File: config.mk
export PLATFORM = sky130hd
export DESIGN_NAME = button_pulse_debouncer
export DESIGN_NICKNAME = d
export VERILOG_FILES = /design/src/rtl/button_pulse_debouncer.sv
export SDC_FILE = /design/constraint.sdc
export NUM_CORES = 1
export LEC_CHECK = 0
export CORE_MARGIN = 4
export CORE_UTILIZATION = 40
export CTS_CLUSTER_DIAMETER = 50
export DETAILED_ROUTE_END_ITERATION = 7
export RECOVER_POWER = 25
export SLEW_MARGIN = 20
export SYNTH_ARGS = -nofsm -noshare
export SYNTH_HDL_FRONTEND = slang
export SYNTH_SLANG_ARGS = --single-unit
File: constraint.sdc
create_clock -name gclk -period 1.85 [get_ports gclk]
set_input_delay 0.2775 -clock gclk [delete_from_list [all_inputs] [get_ports gclk]]
set_output_delay 0.2775 -clock gclk [all_outputs]
set_load 0.01 [all_outputs]
File: src/rtl/button_pulse_debouncer.sv
// button_pulse_debouncer: two-flop synchroniser plus a stability-counting
// FSM that turns a bouncy push-button into a clean level and edge pulses.
//
// Ports:
//   gclk        in   system clock, all state updates on the rising edge
//   resetn      in   synchronous active-low reset
//   btn_raw     in   asynchronous, bouncy button/switch input
//   btn_level   out  debounced level (registered)
//   btn_press   out  one-cycle pulse on a committed 0->1 transition
//   btn_release out  one-cycle pulse on a committed 1->0 transition
//   press_count out  committed presses since reset, wraps 255->0
//
// A new value must be seen on the synchronised input for STABLE_CYCLES
// consecutive samples before it is committed.  Any sample at the old
// value during the wait sends the FSM back to its previous stable state.

module button_pulse_debouncer #(
    parameter int STABLE_CYCLES = 16,
    parameter int CNT_WIDTH     = 8
) (
    input  logic       gclk,
    input  logic       resetn,
    input  logic       btn_raw,
    output logic       btn_level,
    output logic       btn_press,
    output logic       btn_release,
    output logic [7:0] press_count
);

    typedef enum logic [1:0] {
        IDLE_LOW  = 2'd0,
        WAIT_HIGH = 2'd1,
        HIGH      = 2'd2,
        WAIT_LOW  = 2'd3
    } state_t;

    localparam logic [CNT_WIDTH-1:0] CNT_ZERO = '0;
    localparam logic [CNT_WIDTH-1:0] CNT_ONE  = CNT_WIDTH'(1);
    localparam logic [CNT_WIDTH-1:0] CNT_LAST =
        CNT_WIDTH'(STABLE_CYCLES - 1);

    logic                 sync1;
    logic                 s;

    state_t               state;
    state_t               state_n;
    logic [CNT_WIDTH-1:0] cnt;
    logic [CNT_WIDTH-1:0] cnt_n;

    logic                 press_n;
    logic                 release_n;
    logic [7:0]           count_n;
    logic                 level_n;

    // Synchroniser: only s is allowed into the FSM.
    always_ff @(posedge gclk) begin
        if (!resetn) begin
            sync1 <= 1'b0;
            s     <= 1'b0;
        end else begin
            sync1 <= btn_raw;
            s     <= sync1;
        end
    end

    // State register; all outputs are registered here as well.
    always_ff @(posedge gclk) begin
        if (!resetn) begin
            state       <= IDLE_LOW;
            cnt         <= CNT_ZERO;
            btn_level   <= 1'b0;
            btn_press   <= 1'b0;
            btn_release <= 1'b0;
            press_count <= 8'd0;
        end else begin
            state       <= state_n;
            cnt         <= cnt_n;
            btn_level   <= level_n;
            btn_press   <= press_n;
            btn_release <= release_n;
            press_count <= count_n;
        end
    end

    // Next-state logic.  The counter holds how many consecutive samples
    // of the candidate value have been seen, so a commit happens on the
    // STABLE_CYCLES-th sample (counter already at STABLE_CYCLES-1).
    always_comb begin
        state_n   = state;
        cnt_n     = cnt;
        press_n   = 1'b0;
        release_n = 1'b0;
        count_n   = press_count;
        unique case (state)
            IDLE_LOW: begin
                if (s) begin
                    state_n = WAIT_HIGH;
                    cnt_n   = CNT_ONE;
                end else begin
                    cnt_n   = CNT_ZERO;
                end
            end
            WAIT_HIGH: begin
                if (!s) begin
                    state_n = IDLE_LOW;
                    cnt_n   = CNT_ZERO;
                end else if (cnt == CNT_LAST) begin
                    state_n = HIGH;
                    cnt_n   = CNT_ZERO;
                    press_n = 1'b1;
                    count_n = press_count + 8'd1;
                end else begin
                    cnt_n   = cnt + CNT_ONE;
                end
            end
            HIGH: begin
                if (!s) begin
                    state_n = WAIT_LOW;
                    cnt_n   = CNT_ONE;
                end else begin
                    cnt_n   = CNT_ZERO;
                end
            end
            WAIT_LOW: begin
                if (s) begin
                    state_n = HIGH;
                    cnt_n   = CNT_ZERO;
                end else if (cnt == CNT_LAST) begin
                    state_n   = IDLE_LOW;
                    cnt_n     = CNT_ZERO;
                    release_n = 1'b1;
                end else begin
                    cnt_n     = cnt + CNT_ONE;
                end
            end
            default: begin
                state_n = IDLE_LOW;
                cnt_n   = CNT_ZERO;
            end
        endcase
    end

    // Output decode from the next state so btn_level leaves a flop
    // and changes on the same edge as the press/release pulse.
    always_comb begin
        level_n = 1'b0;
        if ((state_n == HIGH) || (state_n == WAIT_LOW)) begin
            level_n = 1'b1;
        end
    end

endmodule

==> impl_results.md <==
* Critical Path RT at about 2100 ps
* Top-area cell type share of the netlist area at 0.493
* Reg2Reg Setup Slack at -60 ps
* Critical path's top delay family: simple AND/OR/NAND/NOR gates
* Power density cells at about 620 mW/mm²
* Yosys cell types at 28
* Antenna cells at 0
* Total grt overflow at 0
* Max_slew headroom at 0.732
* CP Capture Type: flop
* Post-Layout Cell Count at 151
* Fillers at 227
* Worst Setup EP: press_count[7]
* Fin crit share at 1.03
* Bufs and invs on worst path at 0
* VDD IR max at 0.000539 V
* Worst r2r dst: press_count[7]
* IO Port Bufs at 13
* Dpl hpwl at 1340 µm
* Antenna violations before repair at 0
* First-pass GRT wire length at 3210 µm
* Clock Pin Slew Worst Setup and Hold Paths at 130 ps
* Synth Register Bits at 23
* Startpoint types: flop
* Crit path max-delay cell type: or4_4
* Hold_ws at about 450 ps
* Area grow syn2layout at 28.2%
* Drc violations at 0
* DIE AREA at 0.00317 mm²
* Drt first-iter violations at 5
* Avg Cell Area, Syn at just over 9 µm²
* Clock tree sinks at 23
* RSZ-0062 raised after global routing: true
* Post-synthesis sequential area ratio at 0.493
* Routed via count at between 700 and 800
* Placement Rows at 17
* CP max FO at 3
* Critical Path Stages at 4
* Crit-path most repeated cell: or4_4
* Ys Warns at 0
* Run status: finished with violations
* Clock root buffer master: clkbuf_4
* Die height at approximately 56 µm
* Crit path from: cnt[7]
* Initial Util at 0.423
* Final WS setup at -63.6 ps
* R2r startpoint: cnt[7]
* Synth area leaders: dfxtp_1 (49%), xnor2_1 (6.6%), nor2_1 (6.0%), xor2_1 (3.7%), nand2b_1 (3.3%)
* Post-route ant nets at 0
* Post-DP Area at between 0.001 and 0.0015 mm²
* Syn Std Cell Area at 935 µm²
* Worst Tran Pin Value at 399 ps
* FF-to-FF path depth at 4
* Placed insts at 146
* Setup violations, final at 2
* CTS H-tree lvls at 1
* Worst-Skew Late Latency at ~310 ps
* Data arrival, critical path at 2160 ps
* Avg WL per Cell at 11.8 µm
* Max-slew violations at 0
* Yosys top cell by area: dfxtp_1
* Nets at 129
* Clk_skew at 2.25 ps
* Num CTS Buffers at 3
* Router iterations before antenna repair at 3
* Bufs on Longest Clock Path at 2
* Vias in the first global route at 759
* Cells after Synth at 101
* CTS tree: done
* Pin count of the biggest net entering global routing at 14
* Final instance area at 0.00120 mm²
* Core area at between 0.002 and 0.0025 mm²
* Failing checks: setup timing
* Total area of sequential cells at 463 µm²
* Die X at 56.3 µm
* Overall routing resource usage at 0.128
* Layout cell share with drive strength beyond 1 at 0.154
* Final wirelength at 1780 µm
* Multi-input gate area at 479 µm²
* Tmin final at 1910 ps
* CP peak stage delay at 530 ps
* F_max at 523 MHz
* Final Hold Fails at 0
* Max_cap viols at 0
* Pleak at 0.441 nW
* Final RePlAce weighted congestion at approximately 0.83
* Syn Nets at around 110
* Crit-path cells: or4_4, or4_4, or3_4, a21oi_2
* Io pins at 14
* Hold WC Path Type: reg2reg
* Via density at about 5.1
* CP Class: reg2reg
report_power, final:
part           total [W]  internal (W)  leakage [nW]  switching (W)
clock           0.000230     0.0000807        0.0177       0.000150
combinational  0.0000172    0.00000699         0.236      0.0000102
sequential      0.000500      0.000498         0.187     0.00000210
logic make-up (layout without fill, tap and decap cells):
kind of cell,count (synthesis),after routing,share of synthesized area
AOI/OAI and AO/OA,6,6,0.0402
xor gates and xnor gates,11,11,0.103
adders and majority gates,2,2,0.0268
buffers and inverters,6,28,0.0254
DFF,23,23,0.493
muxes,2,2,0.0214
and+or+nand+nor,51,51,0.290
metal layers:
| layer | vias to the layer above | GRT usage | wire, µm |
|---|---|---|---|
| met2 | 11 | 0.212 | 830 |
| met4 | 0 | 0.0610 | 20 |
| met5 | - | 0 | 0 |
| met3 | 2 | 0.0345 | 71 |
| li1 | 393 | - | - |
| met1 | 358 | 0.152 | 855 |
flip-flops by register name (all words and copies together) (netlist names):
register	count
btn_press	1
cnt	8
state	2
btn_level	1
s	1
btn_release	1
sync1	1
press_count	8
area by class of cell:
cell class / count / area share
multi-input cells: 72 / 0.400
clock inverters: 1 / 0.00418
flip-flops and latches: 23 / 0.386
repair buffers: 20 / 0.149
well taps: 28 / 0.0292
clock buffers: 3 / 0.0188
inverters: 4 / 0.0125
metrics by stage:
stage	total power, W	setup slack (ps)	util	setup TNS [ps]
after floorplan	0.000521	-123	-	-125
after global placement	0.000528	-30.2	0.515	-30.2
after detailed placement	0.000529	-73.0	0.515	-99.5
after CTS	0.000760	-67.4	0.535	-118
after global routing	0.000781	-136	0.542	-226
final	0.000748	-63.6	0.542	-108
synthesized netlist by cell type:
cell type,number
dfxtp_1,23
nor2_1,15
xnor2_1,7
nand2_1,5
nand2b_1,5
nand3_1,5
nor4_1,5
nand4_1,4
xor2_1,4
and2_1,3
and3_1,3
inv_1,3
a21oi_1,2
ha_1,2
mux2i_1,2
a211oi_1,1
buf_2,1
clkbuf_1,1
clkinv_1,1
nand4b_1,1
nor3_1,1
o211ai_1,1
o21ai_0,1
o31ai_1,1
or3_1,1
or3_2,1
or4_1,1
or4_4,1
worst reg2reg max path, delay by kind of cell, from the launching register on:
family / cells / cell delay, ps
flip-flops: 1 / 340
AND/OR/NAND/NOR: 3 / 1400
AO/OA/AOI/OAI: 1 / 110
placed cells by master, fill, tap and decap left out, drive strengths merged:
cell	count
dfxtp	23
nor2	15
clkdlybuf4s50	11
xnor2	7
buf	6
nand3	5
nand2b	5
nand2	5
nor4	5
nand4	4
xor2	4
clkbuf	4
inv	3
and3	3
and2	3
or4	2
or3	2
mux2i	2
ha	2
dlygate4sd3	2
clkinv	2
a21oi	2
nand4b	1
o211ai	1
o31ai	1
a211oi	1
nor3	1
o21ai	1
how the worst min path moves through the flow:
stage | cells past startpoint | to | from | slack [ps]
after global placement | 1 | s | sync1 | 420
after global routing | 1 | s | sync1 | 470
after CTS | 1 | s | sync1 | 460
final | 1 | s | sync1 | 450
after floorplan | 1 | sync1 | btn_raw | 400
after detailed placement | 1 | s | sync1 | 430
what timing repair did:
action | in CTS | in global routing
endpoints found under the setup margin | 3 | 4
pin swaps | 1 | 0
hold buffers | 0 | 0
buffers inserted | 1 | 0
resized for setup | 3 | 4
Power figures use the tool's default switching activity.
